--- src/rtl/mips_multicycle_ctrl.sv ---
// Multi-cycle MIPS controller.
// Moore FSM that sequences fetch/decode/execute/memory/writeback over one
// shared memory and one ALU. It drives the datapath mux selects, the register
// file, PC and memory strobes. It also raises an illegal-instruction trap and
// keeps a count of retired instructions.
//
// Optional build macro: MIPS_CTRL_JUMP_EN
//   defined   : J (opcode 000010) is executed through a dedicated JUMP state
//   undefined : J traps to ILLEGAL; the JUMP state is not built and pc_src
//               never takes the jump-target select
//
//  state   | meaning
//  --------+-----------------------------------------------------------
//  FETCH   | read instruction at PC, load IR, PC <= PC + 4 (waits on memory)
//  DECODE  | classify opcode/funct, precompute branch target into ALUOut
//  MEMADR  | effective address A + sign-ext imm
//  MEMRD   | load data read from ALUOut address (waits on memory)
//  MEMWB   | write loaded data to rt, retire
//  MEMWR   | store B to ALUOut address (waits on memory), retire
//  RTEX    | R-type ALU operation A op B
//  RTWB    | write ALU result to rd, retire
//  BRANCH  | BEQ compare A - B, PC <= ALUOut when zero, retire
//  ADDIEX  | A + sign-ext imm
//  IWB     | write ALU result to rt, retire
//  JUMP    | PC <= jump target, retire (MIPS_CTRL_JUMP_EN only)
//  ILLEGAL | trap, all strobes off, left only through reset

module mips_multicycle_ctrl #(
    parameter int ALU_OP_W  = 4,
    parameter int RET_CNT_W = 32
) (
    input  logic                 clk,
    input  logic                 reset,
    input  logic [5:0]           opcode,
    input  logic [5:0]           funct,
    input  logic                 mem_ready,
    input  logic                 zero,
    output logic                 pc_write,
    output logic                 iord,
    output logic                 mem_read,
    output logic                 mem_write,
    output logic                 ir_write,
    output logic                 reg_dst,
    output logic                 mem_to_reg,
    output logic                 reg_write,
    output logic                 alu_src_a,
    output logic [1:0]           alu_src_b,
    output logic [1:0]           pc_src,
    output logic [ALU_OP_W-1:0]  alu_op,
    output logic                 instr_done,
    output logic                 illegal_op,
    output logic [RET_CNT_W-1:0] retired_cnt,
    output logic [3:0]           state_out
);

    localparam logic [3:0] S_FETCH   = 4'd0;
    localparam logic [3:0] S_DECODE  = 4'd1;
    localparam logic [3:0] S_MEMADR  = 4'd2;
    localparam logic [3:0] S_MEMRD   = 4'd3;
    localparam logic [3:0] S_MEMWB   = 4'd4;
    localparam logic [3:0] S_MEMWR   = 4'd5;
    localparam logic [3:0] S_RTEX    = 4'd6;
    localparam logic [3:0] S_RTWB    = 4'd7;
    localparam logic [3:0] S_BRANCH  = 4'd8;
    localparam logic [3:0] S_ADDIEX  = 4'd9;
    localparam logic [3:0] S_IWB     = 4'd10;
`ifdef MIPS_CTRL_JUMP_EN
    localparam logic [3:0] S_JUMP    = 4'd11;
`endif
    localparam logic [3:0] S_ILLEGAL = 4'd12;

    localparam logic [5:0] OP_RTYPE = 6'b000000;
    localparam logic [5:0] OP_LW    = 6'b100011;
    localparam logic [5:0] OP_SW    = 6'b101011;
    localparam logic [5:0] OP_BEQ   = 6'b000100;
    localparam logic [5:0] OP_ADDI  = 6'b001000;
`ifdef MIPS_CTRL_JUMP_EN
    localparam logic [5:0] OP_J     = 6'b000010;
`endif

    localparam logic [5:0] FN_ADD = 6'b100000;
    localparam logic [5:0] FN_SUB = 6'b100010;
    localparam logic [5:0] FN_AND = 6'b100100;
    localparam logic [5:0] FN_OR  = 6'b100101;
    localparam logic [5:0] FN_SLT = 6'b101010;

    localparam logic [3:0] ALU_ADD = 4'b0010;
    localparam logic [3:0] ALU_SUB = 4'b0110;
    localparam logic [3:0] ALU_AND = 4'b0000;
    localparam logic [3:0] ALU_OR  = 4'b0001;
    localparam logic [3:0] ALU_SLT = 4'b0111;

    localparam logic [1:0] SRCB_REG   = 2'b00;
    localparam logic [1:0] SRCB_FOUR  = 2'b01;
    localparam logic [1:0] SRCB_IMM   = 2'b10;
    localparam logic [1:0] SRCB_IMMSH = 2'b11;

    localparam logic [1:0] PCSRC_ALU    = 2'b00;
    localparam logic [1:0] PCSRC_ALUOUT = 2'b01;
`ifdef MIPS_CTRL_JUMP_EN
    localparam logic [1:0] PCSRC_JUMP   = 2'b10;
`endif

    logic [3:0] state;
    logic [3:0] state_nxt;
    logic       is_store;
    logic       funct_ok;
    logic [3:0] rt_alu;
    logic [3:0] alu_code;

    // R-type funct legality and the ALU operation it selects
    always_comb begin
        funct_ok = 1'b1;
        rt_alu   = ALU_ADD;
        case (funct)
            FN_ADD:  rt_alu = ALU_ADD;
            FN_SUB:  rt_alu = ALU_SUB;
            FN_AND:  rt_alu = ALU_AND;
            FN_OR:   rt_alu = ALU_OR;
            FN_SLT:  rt_alu = ALU_SLT;
            default: funct_ok = 1'b0;
        endcase
    end

    // Next-state selection; opcode/funct are only looked at in DECODE
    always_comb begin
        state_nxt = state;
        case (state)
            S_FETCH:  if (mem_ready) state_nxt = S_DECODE;
            S_DECODE: begin
                if (opcode == OP_LW || opcode == OP_SW)
                    state_nxt = S_MEMADR;
                else if (opcode == OP_RTYPE && funct_ok)
                    state_nxt = S_RTEX;
                else if (opcode == OP_BEQ)
                    state_nxt = S_BRANCH;
                else if (opcode == OP_ADDI)
                    state_nxt = S_ADDIEX;
`ifdef MIPS_CTRL_JUMP_EN
                else if (opcode == OP_J)
                    state_nxt = S_JUMP;
`endif
                else
                    state_nxt = S_ILLEGAL;
            end
            S_MEMADR:  state_nxt = is_store ? S_MEMWR : S_MEMRD;
            S_MEMRD:   if (mem_ready) state_nxt = S_MEMWB;
            S_MEMWB:   state_nxt = S_FETCH;
            S_MEMWR:   if (mem_ready) state_nxt = S_FETCH;
            S_RTEX:    state_nxt = S_RTWB;
            S_RTWB:    state_nxt = S_FETCH;
            S_BRANCH:  state_nxt = S_FETCH;
            S_ADDIEX:  state_nxt = S_IWB;
            S_IWB:     state_nxt = S_FETCH;
`ifdef MIPS_CTRL_JUMP_EN
            S_JUMP:    state_nxt = S_FETCH;
`endif
            S_ILLEGAL: state_nxt = S_ILLEGAL;
            default:   state_nxt = S_FETCH;
        endcase
    end

    // State register
    always_ff @(posedge clk) begin
        if (reset)
            state <= S_FETCH;
        else
            state <= state_nxt;
    end

    // Remember load vs store at DECODE so MEMADR does not depend on the IR
    always_ff @(posedge clk) begin
        if (reset)
            is_store <= 1'b0;
        else if (state == S_DECODE)
            is_store <= (opcode == OP_SW);
    end

    // Per-state datapath controls; everything is held off while in reset
    always_comb begin
        pc_write   = 1'b0;
        iord       = 1'b0;
        mem_read   = 1'b0;
        mem_write  = 1'b0;
        ir_write   = 1'b0;
        reg_dst    = 1'b0;
        mem_to_reg = 1'b0;
        reg_write  = 1'b0;
        alu_src_a  = 1'b0;
        alu_src_b  = SRCB_REG;
        pc_src     = PCSRC_ALU;
        alu_code   = ALU_AND;
        instr_done = 1'b0;
        illegal_op = 1'b0;
        if (!reset) begin
            case (state)
                S_FETCH: begin
                    mem_read  = 1'b1;
                    alu_src_b = SRCB_FOUR;
                    alu_code  = ALU_ADD;
                    pc_src    = PCSRC_ALU;
                    ir_write  = mem_ready;
                    pc_write  = mem_ready;
                end
                S_DECODE: begin
                    alu_src_b = SRCB_IMMSH;
                    alu_code  = ALU_ADD;
                end
                S_MEMADR: begin
                    alu_src_a = 1'b1;
                    alu_src_b = SRCB_IMM;
                    alu_code  = ALU_ADD;
                end
                S_MEMRD: begin
                    iord     = 1'b1;
                    mem_read = 1'b1;
                end
                S_MEMWB: begin
                    reg_write  = 1'b1;
                    mem_to_reg = 1'b1;
                    instr_done = 1'b1;
                end
                S_MEMWR: begin
                    iord       = 1'b1;
                    mem_write  = 1'b1;
                    instr_done = mem_ready;
                end
                S_RTEX: begin
                    alu_src_a = 1'b1;
                    alu_src_b = SRCB_REG;
                    alu_code  = rt_alu;
                end
                S_RTWB: begin
                    reg_dst    = 1'b1;
                    reg_write  = 1'b1;
                    instr_done = 1'b1;
                end
                S_BRANCH: begin
                    alu_src_a  = 1'b1;
                    alu_src_b  = SRCB_REG;
                    alu_code   = ALU_SUB;
                    pc_src     = PCSRC_ALUOUT;
                    pc_write   = zero;
                    instr_done = 1'b1;
                end
                S_ADDIEX: begin
                    alu_src_a = 1'b1;
                    alu_src_b = SRCB_IMM;
                    alu_code  = ALU_ADD;
                end
                S_IWB: begin
                    reg_write  = 1'b1;
                    instr_done = 1'b1;
                end
`ifdef MIPS_CTRL_JUMP_EN
                S_JUMP: begin
                    pc_src     = PCSRC_JUMP;
                    pc_write   = 1'b1;
                    instr_done = 1'b1;
                end
`endif
                S_ILLEGAL: illegal_op = 1'b1;
                default: ;
            endcase
        end
    end

    assign alu_op    = ALU_OP_W'(alu_code);
    assign state_out = state;

    // Retired-instruction counter, wraps silently
    always_ff @(posedge clk) begin
        if (reset)
            retired_cnt <= '0;
        else if (instr_done)
            retired_cnt <= retired_cnt + 1'b1;
    end

endmodule

--- config.mk ---
export PLATFORM = sky130hd
export DESIGN_NAME = mips_multicycle_ctrl
export DESIGN_NICKNAME = d
export VERILOG_FILES = /design/src/rtl/mips_multicycle_ctrl.sv
export SDC_FILE = /design/constraint.sdc
export NUM_CORES = 1
export LEC_CHECK = 0
export BUFFER_PORTS_ARGS = -buffer_cell sky130_fd_sc_hd__buf_2
export CORE_AREA = 2 2 70 72
export DETAILED_ROUTE_END_ITERATION = 8
export DIE_AREA = 0 0 72 74
export PLACE_DENSITY = 0.83
export SLEW_MARGIN = 20
export SYNTH_ARGS = -nofsm -noshare
export SYNTH_HDL_FRONTEND = slang
export SYNTH_SLANG_ARGS = --single-unit
--- constraint.sdc ---
create_clock -name clk -period 3.4 [get_ports clk]
set_input_delay 0.34 -clock clk [delete_from_list [all_inputs] [get_ports clk]]
set_output_delay 0.34 -clock clk [all_outputs]
set_load 0.03 [all_outputs]
=== Word-level counts from Yosys, hierarchy flattened ===
Cells that the tools add are included.

* Reduce and logical (&&, ||, !) cells: 13
* Mux-type cells: 39
* Add/sub/neg operators: 1
* Equal/unequal tests: 23

{| class="wikitable"
|+ Operator list
! kind !! number
|-
| $eq 6x6->1 const B || 7
|-
| $add 32x1->32 const B || 1
|-
| $pmux 4 s8 || 1
|-
| $mux 4 || 6
|-
| $mux 1 || 23
|-
| $eq 4x3->1 const B || 4
|-
| $eq 4x4->1 const B || 4
|-
| $pmux 3 s4 || 1
|-
| $pmux 4 s3 || 1
|-
| $reduce_or 4->1 || 3
|-
| $mux 3 || 3
|-
| $eq 4x2->1 const B || 2
|-
| $eq 6x3->1 const B || 1
|-
| $eq 6x4->1 const B || 1
|-
| $logic_not 6->1 || 1
|-
| $ne 2x2->1 const B || 3
|-
| $pmux 2 s3 || 1
|-
| $reduce_or 2->1 || 3
|-
| $reduce_or 5->1 || 1
|-
| $eq 4x1->1 const B || 1
|-
| $logic_not 4->1 || 1
|-
| $pmux 1 s2 || 2
|-
| $reduce_and 3->1 || 1
|-
| $reduce_or 3->1 || 1
|-
| 3 further kinds || 3
|}

* Flip-flop bits (word level): 37
* Logic and storage cells: 79
* Bits of input ports: 16

=== Logic depth before layout (Yosys ltp) ===
Gate-level depths: netlist (run 1).

* Word-level depth: 7
* Gate-level depth with buffers: 8
* Mapped depth without buffers: 6

=== Least setup slack after synthesis (run 1) ===
No wires, ideal clock.

* Path type: register to output
* From: register state[0] (netlist: state_out[0])
* To: output port alu_op[2]
* Stages on the path, launching flop included: 5
* Buffers on the path: 1
* Slack: 0.624 ns
* Arrival: 2.436 ns
* Cell sequence: dfxtp_1 > clkbuf_1 > or2_2 > nor4_1 > o21bai_1

* Word-level cells in the longest chain between the ends: 4

{| class="wikitable"
|+ Ends and longest elaborated chain
! element !! line !! RTL
|-
| start, declared || 104 || <nowiki>logic [3:0] state;</nowiki>
|-
| start signal, assigned || 168 || <nowiki>state <= state_nxt;</nowiki>
|-
| $eq 4x1->1 (tied with other cells) || 196 || <nowiki>case (state)</nowiki>
|-
| $reduce_or 4->1 (no source line) || - ||
|-
| $pmux 4 s3 * || 196 ||
|-
| $mux 4 * || 195 || <nowiki>if (!reset) begin</nowiki>
|-
| end, declared || 49 || <nowiki>output logic [ALU_OP_W-1:0] alu_op,</nowiki>
|}

Every way passes the cells marked *; elsewhere a longest branch is shown, timed or not.

=== Final worst setup path (run 1) ===
* From: register retired_cnt[0]
* To: register retired_cnt[30]

* Word-level cells in the longest chain between the ends: 1

{| class="wikitable"
|+ Ends and longest elaborated chain
! element !! line !! RTL
|-
| start, declared || 52 || <nowiki>output logic [RET_CNT_W-1:0] retired_cnt,</nowiki>
|-
| start signal, assigned || 276 || <nowiki>retired_cnt <= retired_cnt + 1'b1;</nowiki>
|-
| $add 32x1->32 || 276 ||
|}

Every way passes these cells.
A chain may end at the register's enable or synchronous reset.

==> results of run 1 <==
[cells by family (layout without fill, tap and decap cells)]
group	Yosys count	after routing	share of synthesized area, %
simple gates	138	138	34.5
compound gates	65	65	17.2
flops	37	37	34.0
buf+inv	28	86	5.74
xor+xnor	16	16	6.43
mux	3	3	1.44
fa+ha+maj	1	1	0.574
other cells	1	2	0.172
[worst register-to-register path, stage by stage (launching register included)]
cell and delay, ps:
dfxtp_1 390, ha_1 200, nand2_1 150, or3b_1 390, or4_1 620, or4_1 580, a21oi_1 170
[layout make-up]
type / instances / area (sq um)
Clock buffer: 7 / 86.3
Fill cell: 435 / 1990
Inverter: 8 / 30.0
Multi-Input combinational cell: 225 / 1320
Sequential cell: 37 / 741
Tap cell: 54 / 67.6
Timing Repair Buffer: 71 / 363
[layer usage]
layer  share of wire, %  vias up  track usage [%]
li1                   -     1174                -
met1                 46     1030             26.7
met2                 46       90             33.2
met3                6.6        7             4.74
met4                1.2        0             7.76
met5                  0        -                0
[Yosys cell counts, types with 3 or more instances]
cell      number  area (sq um)
dfxtp_1       37           741
nor2_1        32           120
a21oi_1       26           130
nand2_1       19          71.3
o21ai_0       17          85.1
xnor2_1       15           131
nand3_1       13          65.1
nor4_1        13          81.3
clkbuf_1      11          41.3
nor3_1        10          50.1
inv_1          8          30.0
or4_1          8          60.1
nand4_1        7          43.8
o31ai_1        7          52.6
or3_1          7          43.8
and3_1         6          37.5
nor2b_1        5          31.3
a211oi_1       3          22.5
a31oi_1        3          18.8
and4_1         3          26.3
buf_2          3          15.0
or3_2          3          22.5
[power breakdown]
| part | internal, W | total (W) | switching, W | leakage (nW) |
|---|---|---|---|---|
| logic | 0.0000519 | 0.000163 | 0.000111 | 0.687 |
| registers | 0.000439 | 0.000457 | 0.0000176 | 0.298 |
| clock network | 0.000161 | 0.000300 | 0.000139 | 0.0443 |
| total | 0.000652 | 0.000920 | 0.000268 | 1.03 |
[final timing paths]
kind,from,to
setup / recovery,retired_cnt[0]$_SDFFE_PP0P_,retired_cnt[30]$_SDFFE_PP0P_
hold / removal,opcode[3],state_out[0]$_SDFFE_PP0P_
setup reg to reg,retired_cnt[0]$_SDFFE_PP0P_,retired_cnt[30]$_SDFFE_PP0P_
hold reg to reg,is_store$_SDFFE_PP0P_,is_store$_SDFFE_PP0P_
[metrics by stage]
stage / setup slack [ps] / area [sq um]
final: 828 / 2600
after global routing: 628 / 2600
after CTS: 814 / 2600
after detailed placement: 855 / 2520
after global placement: 969 / 2520
after floorplan: 624 / 2180
[state kept, by name, indices dropped and copies added (netlist names)]
register,cells
retired_cnt,32
is_store,1
state_out,4
==> out/results.tsv, run 1 <==
metric	value	unit
cts_tree	built	
cts_buffers	5	
antenna_found_initial	0	
drive_gt1_share	24.1	%
skew	5.17	ps
clock-sinks	37	
tns	0	ps
maxSlewViolCount	0	
critPathMaxStageDelay	620	ps
drtAntennaViolNets	0	
grt-ovfl-total	0	
p_leak	1.03	nW
critical_path_depth	6	
dp.final_hpwl	3760	um
ctsResizeCount	0	
critPathTopFamily	simple AND/OR/NAND/NOR gates	
start_util	47.4	%
status	finished clean	
avgSynthCellArea	7.54	sq um
worstPathRequired	3610	ps
vdd_drop_max	0.164	mV
instances_no_fill	402	
worst_pin_slew	597	ps
path_cells	ha_1 > nand2_1 > or3b_1 > or4_1 > or4_1 > a21oi_1	
path_clk_slew	60	ps
grtUsageTotal	20.5	%
synth_ff_type	dfxtp_1	
fmax	389	MHz
ys_ff_latch	37	
drt-total-wl	5200	um
p_total	0.000920	W
synth_area	2180	sq um
yosysSeqAreaShare	34.0	%
synth_edf_count	0	
drt-initial-drc-count	149	
wl_per_cell	12.9	um
crit_path_start_kind	flop	
finalSetupViolCount	0	
htree_levels	2	
cpMaxStageDelayCell	or4_1	
synthCells	289	
coreArea	4600	sq um
grt_pass1_wl	8830	um
io_pins	71	
cts_hold_repair.buffers	0	
clockRootBuffer	clkbuf_8	
end_kind	flop	
layout.nets	365	
period_share	75.7	%
async_flop_share	0	%
grt_pass1_vias	1985	
fin_util	56.6	%
ys_warn_count	0	
powerDensity	353	nW/um^2
drc	0	
cpMostUsedCell	or4_1	
insertedDiodeCount	0	
rr_worst_depth	6	
routabilityCongestion	0.888	
finalHoldViolCount	0	
portBuffers	68	
hold_depth	3	
cp_num_buf_inv	0	
r2r_slack	830	ps
cp_max_fo	16	
num_rows	25	
die_w	72	um
clk-insertion-delay-late	280	ps
area_growth	19.5	%
slew_headroom	60.1	%
die_area	5330	sq um
synth.distinct_cells	46	
via_per_inst	5.72	
cts_setup_buffers	0	
vias	2301	
post-route-min-period	2570	ps
cap_viol_max_count	0	
die_h	74	um
first_pass_iters	4	
dpl.cell_count	395	
grt_max_degree	29	
layout_commonest_cell	buf_2	
critPathKind	reg2reg	
worstPathArrival	2780	ps
hold_slack	366	ps
grt_setup_unrepaired	no	
cts_buffer_depth	2	
layout_common_cells	buf_2, dfxtp_1, nor2_1	
hp-class	in2reg	
(Power assumes the default switching activity.)
==> run 2: changes to the inputs <==
==> constraint.sdc (replaced) <==
create_clock -name clk -period 2.5 [get_ports clk]
set_input_delay 0.25 -clock clk [delete_from_list [all_inputs] [get_ports clk]]
set_output_delay 0.25 -clock clk [all_outputs]
set_load 0.03 [all_outputs]
==> run 2 against run 1 <==
Net effect:
- via count grew 4.8%
- sequential share of layout area shrank 1.0 points
- first-iteration DRC count decreased by 34%
- total power up 37%
- register-to-register slack got worse by 710 ps
- die area stayed put
- non-clock buffer count grew 12
- critical endpoint is now retired_cnt[17]$_SDFFE_PP0P_
- largest cell class unchanged
==> out/results.tsv, run 2 (same netlist as run 1, synthesis figures left out) <==
metric	value	unit	change
status	finished clean		
hold_slack	268	ps	-97.8 ps
hp-class	in2reg		
cap_viol_max_count	0		unchanged
grt_setup_unrepaired	no		
pwr-share-seq	48.1	%	-1.6 points
fill_cells	444		+2.1%
critPathKind	reg2reg		
tns	0	ps	unchanged
grt_busiest_layer	met2		
skew	9.63	ps	+4.46 ps
path_clk_slew	80	ps	+20 ps
fin_util	58.7	%	+2.1 points
p_clk_share	32.1	%	-0.5 points
largest_reg_flops	32		unchanged
worstPathRequired	2710	ps	-900 ps
switching_share	31.1	%	+2.0 points
post-route-min-period	2380	ps	-193 ps
grt.met3_usage	4.47	%	-0.27 points
timing.critical_path.from	retired_cnt[12]$_SDFFE_PP0P_		
p_int	0.000870	W	+34%
p_leak	1.09	nW	+6.1%
cts_hold_repair.buffers	0		unchanged
cp_max_fo	8		-8
met1_usage	27.6	%	+0.84 points
insertedDiodeCount	0		unchanged
powerDensity	468	nW/um^2	+32%
grt_pass1_wl	9220	um	+4.4%
wl_per_cell	13.4	um	+3.8%
power_frac_comb	19.8	%	+2.1 points
layout.nets	377		+3.3%
hold_path_startpoint	opcode[3]		
grt_max_degree	29		unchanged
area_growth	24.0	%	
layout_commonest_cell	buf_2		
vias	2412		+4.8%
r2r_start	retired_cnt[12]$_SDFFE_PP0P_		
drc	0		unchanged
worstPathArrival	2590	ps	-190 ps
cts_setup_buffers	0		unchanged
cts_buffer_depth	2		unchanged
clock-sinks	37		unchanged
layout_common_cells	buf_2, dfxtp_1, nor2_1		
finalSetupViolCount	0		unchanged
drtAntennaViolNets	0		unchanged
clockRootBuffer	clkbuf_8		
coreArea	4600	sq um	unchanged
p_total	0.00126	W	+37%
maxSlewViolCount	0		unchanged
end_kind	flop		
period_share	95.2	%	+20 points
cts_buffers	5		unchanged
portBuffers	68		unchanged
drt-initial-drc-count	98		-34%
io_pins	71		unchanged
top_register	retired_cnt		
drive_gt1_share	27.4	%	+3.3 points
clk-insertion-delay-late	290	ps	about the same
use_met2	35.7	%	+2.5 points
start_util	47.4	%	unchanged
path_cells	and4_1 > or3b_1 > or4_1 > buf_4 > or3_1 > a21oi_1		
finalHoldViolCount	0		unchanged
routabilityCongestion	0.859		-3.2%
dp.final_hpwl	4050	um	+7.7%
cpMaxStageDelayCell	or4_1		
fmax	420	MHz	+8.1%
die_area	5330	sq um	unchanged
cts_tree	built		
grt_pass1_vias	2025		+2.0%
grt-ovfl-total	0		unchanged
die_h	74	um	unchanged
critPathMaxStageDelay	570	ps	-50 ps
htree_levels	2		unchanged
first_pass_iters	4		unchanged
grtUsageTotal	21.5	%	+1.1 points
via_per_inst	5.81		+1.5%
num_rows	25		unchanged
vdd_drop_max	0.204	mV	+25%
drt-total-wl	5570	um	+7.1%
p_sw	0.000393	W	+47%
antenna_found_initial	0		unchanged
die_w	72	um	unchanged
crit_path_start_kind	flop		
-- run 2: routing by layer --
layer | vias to the layer above | routed length (um)
met3 | 10 | 349
li1 | 1193 | -
met2 | 84 | 2610
met5 | - | 0
met1 | 1125 | 2510
met4 | 0 | 100
-- run 2: repair_timing --
action | 4_1_cts | 5_1_grt
setup endpoints to repair | 0 | 6
hold endpoints to repair | 0 | 0
resized for setup | 0 | 1
-- run 2: path summary, 6_finish.rpt --
path                                   to  slack [ps]  depth (start not counted)
min                 is_store$_SDFFE_PP0P_         270                          3
max          retired_cnt[17]$_SDFFE_PP0P_         120                          6
min reg2reg         is_store$_SDFFE_PP0P_         480                          2
max reg2reg  retired_cnt[17]$_SDFFE_PP0P_         120                          6
-- run 2: worst max-delay path, delay by kind of cell (launching register included) --
kind | cells | cell delay (ps)
AND/OR/NAND/NOR | 4 | 1480
flip-flops | 1 | 410
buffers and inverters | 1 | 230
AO/OA/AOI/OAI | 1 | 170
-- run 2: through the flow --
stage / area (sq um) / cells / worst slack [ps]
global placement: 2610 / 407 / 120
finish: 2700 / 415 / 120
detailed placement: 2610 / 407 / 82.0
global route: 2700 / 415 / 47.9
floorplan: 2190 / 290 / 27.3
CTS: 2700 / 415 / 62.3
-- run 2: area by class of cell --
class	count	area, sq um	share of cell area, %
inverters	8	30.0	1.11
clock buffers	6	72.6	2.69
clock inverters	2	10.0	0.371
repair buffers	83	453	16.8
flip-flops and latches	37	741	27.4
multi-input cells	225	1330	49.1
well taps	54	67.6	2.50
-- run 2: power groups by stage --
stage | logic, W | clock network (W) | registers [W]
global placement | 0.000245 | 0 | 0.000620
global route | 0.000273 | 0.000435 | 0.000609
CTS | 0.000249 | 0.000409 | 0.000607
floorplan | 0.000156 | 0 | 0.000635
detailed placement | 0.000248 | 0 | 0.000621
finish | 0.000251 | 0.000405 | 0.000608
==> run 3: changes to the inputs <==
--- a/config.mk
+++ b/config.mk
@@ -5,11 +5,12 @@
 export SDC_FILE = /design/constraint.sdc
 export NUM_CORES = 1
 export LEC_CHECK = 0
+export ABC_AREA = 1
 export BUFFER_PORTS_ARGS = -buffer_cell sky130_fd_sc_hd__buf_2
-export CORE_AREA = 2 2 70 72
+export CORE_AREA = 2 2 78 80
 export DETAILED_ROUTE_END_ITERATION = 8
-export DIE_AREA = 0 0 72 74
-export PLACE_DENSITY = 0.83
+export DIE_AREA = 0 0 80 82
+export PLACE_DENSITY = 0.81
 export SLEW_MARGIN = 20
 export SYNTH_ARGS = -nofsm -noshare
 export SYNTH_HDL_FRONTEND = slang
==> run 3 against run 2 <==
Net effect:
- sequential share of layout area down 4.5 points
- sequential cell count unchanged
- count of clock-buffer cells in the layout up 1
- cell count up 55%
- combinational power rose to 3.4 times the previous value
- fmax up 8.1%
- critical path depth up 1
- global-route usage up 3.7 points
- largest cell class unchanged
- sequential power up 13%
- routed wire length up 42%
- critical endpoint is now instr_done
==> out/results.tsv, run 3 <==
metric	value	unit	change
grt_pass1_vias	3115		+54%
path_cells	inv_1 > nor2_1 > nand2_1 > nand3_1 > nor2_2 > nor2_4 > buf_2		
maxSlewViolCount	0		unchanged
wl_met2	3750	um	+43%
routabilityCongestion	1.05		+22%
synthTopCellsByArea	nand2_1, dfxtp_1, nor2_1, inv_1, nand3_1		
antenna_found_initial	0		unchanged
clock-sinks	37		unchanged
fmax	454	MHz	+8.1%
drtAntennaViolNets	0		unchanged
cp_max_fo	18		+10
htree_levels	2		unchanged
largest_reg_flops	32		unchanged
critPathKind	reg2out		
vias	3316		+37%
p_leak	1.42	nW	+30%
worst_pin_slew	508	ps	
p_sw	0.000900	W	+130%
io_pins	71		unchanged
synth_top_area_share	28.0	%	-6.0 points
wl_per_cell	12.3	um	-8.8%
drt-total-wl	7890	um	+42%
post-route-min-period	2200	ps	-178 ps
path_clk_slew	70	ps	about the same
synth_ff_type	dfxtp_1		
drive_gt1_share	15.6	%	-12 points
worstPathRequired	2250	ps	-460 ps
num_rows	28		+12%
via_per_inst	5.15		-11%
portBuffers	68		unchanged
layout_commonest_cell	nand2_1		
p_clk_share	26.4	%	-5.7 points
ys_ff_latch	37		unchanged
yosysSeqAreaShare	27.0	%	-7.0 points
timing.critical_path.from	state_out[1]$_SDFFE_PP0P_		
grt_pass1_wl	13300	um	+44%
cap_viol_max_count	0		unchanged
fill_cells	613		+38%
hp-class	in2reg		
clockRootBuffer	clkbuf_8		
worstPathArrival	1950	ps	-640 ps
synth_common_cells	nand2_1, nor2_1, inv_1, dfxtp_1, nand3_1		
synthCells	502		+74%
critPathMaxStageDelay	440	ps	-130 ps
cts_hold_repair.buffers	0		unchanged
top_register	retired_cnt		
synth.distinct_cells	27		-41%
slew_headroom	66.1	%	
cts_buffer_depth	2		unchanged
avgSynthCellArea	5.47	sq um	-27%
synth_most_common_cell	nand2_1		
wl_met3	558	um	+60%
cts_setup_buffers	0		unchanged
tns	0	ps	unchanged
die_w	80	um	+11%
instances_no_fill	644		+55%
crit_path_start_kind	flop		
critPathTopFamily	simple AND/OR/NAND/NOR gates		
end_kind	output port		
vdd_drop_max	0.523	mV	+160%
area_growth	17.8	%	
cp_num_buf_inv	2		+1
status	finished clean		
dpl.cell_count	636		+56%
r2r_start	retired_cnt[0]$_SDFFE_PP0P_		
drt-initial-drc-count	226		+130%
grtUsageTotal	25.2	%	+3.7 points
drt-met1-wl	3260	um	+30%
ys_warn_count	0		unchanged
synth_area	2750	sq um	+26%
ctsResizeCount	0		unchanged
grt-ovfl-total	0		unchanged
die_area	6560	sq um	+23%
insertedDiodeCount	0		unchanged
grt_setup_unrepaired	no		
skew	12.9	ps	+3.22 ps
synth_largest_area_cell	nand2_1		
finalSetupViolCount	0		unchanged
async_flop_share	0	%	unchanged
p_int	0.00118	W	+36%
finalHoldViolCount	0		unchanged
layout_common_cells	nand2_1, nor2_1, buf_2		
synth_edf_count	0		unchanged
drc	0		unchanged
powerDensity	643	nW/um^2	+37%
dp.final_hpwl	6120	um	+51%
maxUsedRoutingLayer	met4		
pwr-share-seq	33.2	%	-15 points
power_frac_comb	40.4	%	+21 points
switching_share	43.3	%	+12 points
period_share	88.1	%	-7.1 points
hold_path_startpoint	opcode[3]		
cts_buffers	5		unchanged
coreArea	5750	sq um	+25%
first_pass_iters	6		+2
grt_max_degree	27		-6.9%
clk-insertion-delay-late	300	ps	about the same
cts_tree	built		
start_util	47.8	%	+0.43 points
die_h	82	um	+11%
cpMaxStageDelayCell	dfxtp_1		
layout.nets	585		+55%
## run 3: changes by cell type after synthesis, moves of 10 or more
cell,previous run,this run
nand2_1,19,205
nor2_1,32,82
inv_1,8,51
nand3_1,13,36
nor4_1,13,0
xnor2_1,15,5
## run 3: layer usage
| layer | track usage (%) | vias to the layer above |
|---|---|---|
| met4 | 12.4 | 0 |
| li1 | - | 1684 |
| met5 | 0 | - |
| met1 | 28.1 | 1467 |
| met3 | 4.07 | 28 |
| met2 | 46.4 | 137 |
## run 3: metrics by stage
stage | setup WS, ps | cell area (sq um) | power (W) | utilization [%] | hold slack, ps
finish | 299 | 3240 | 0.00208 | 56.3 | 330
global route | 132 | 3240 | 0.00220 | 56.3 | 331
CTS | 325 | 3240 | 0.00208 | 56.3 | 309
detailed placement | 581 | 3120 | 0.00153 | 54.3 | 489
global placement | 654 | 3120 | 0.00152 | 54.3 | 475
floorplan | 361 | 2750 | 0.00133 | - | 452
## run 3: final timing paths
check                                       to  cells past startpoint  slack (ps)
hold reg to reg          is_store$_SDFFE_PP0P_                      2         500
setup / recovery                    instr_done                      7         300
setup reg to reg  retired_cnt[16]$_SDFFE_PP0P_                      9         520
hold / removal           is_store$_SDFFE_PP0P_                      3         330
## run 3: layout make-up
| cell class | instances | area (sq um) | share of cell area (%) |
|---|---|---|---|
| timing repair buffer | 71 | 363 | 11.2 |
| inverter | 52 | 195 | 6.03 |
| tap | 75 | 93.8 | 2.90 |
| clock inverter | 1 | 30.0 | 0.928 |
| multi-input combinational | 401 | 1730 | 53.4 |
| clock buffer | 7 | 86.3 | 2.67 |
| sequential | 37 | 741 | 22.9 |
## run 3: cell families (layout without fill, tap and decap cells)
group | after synthesis | count (layout) | share of synthesized area [%]
AND/OR/NAND/NOR | 340 | 340 | 50.0
buffers and inverters | 65 | 131 | 10.3
AO/OA/AOI/OAI | 51 | 51 | 9.89
flip-flops | 37 | 37 | 27.0
XOR/XNOR | 7 | 7 | 2.23
adder cells (fa/ha/maj) | 1 | 1 | 0.456
other | 1 | 2 | 0.137
## run 3: power groups by stage
stage	Sequential, W	Combinational (W)	Clock, W
2_1_floorplan	0.000765	0.000563	0
3_3_place_gp	0.000698	0.000822	0
3_5_place_dp	0.000703	0.000830	0
4_1_cts	0.000689	0.000833	0.000555
5_1_grt	0.000700	0.000915	0.000581
6_report	0.000690	0.000841	0.000550
## run 3: worst register-to-register path: cells and delay by family, from the launching register on
family          cells  cell delay [ps]
compound gates      1              160
fa+ha+maj           1              270
buf+inv             2              250
flops               1              430
simple gates        5              820
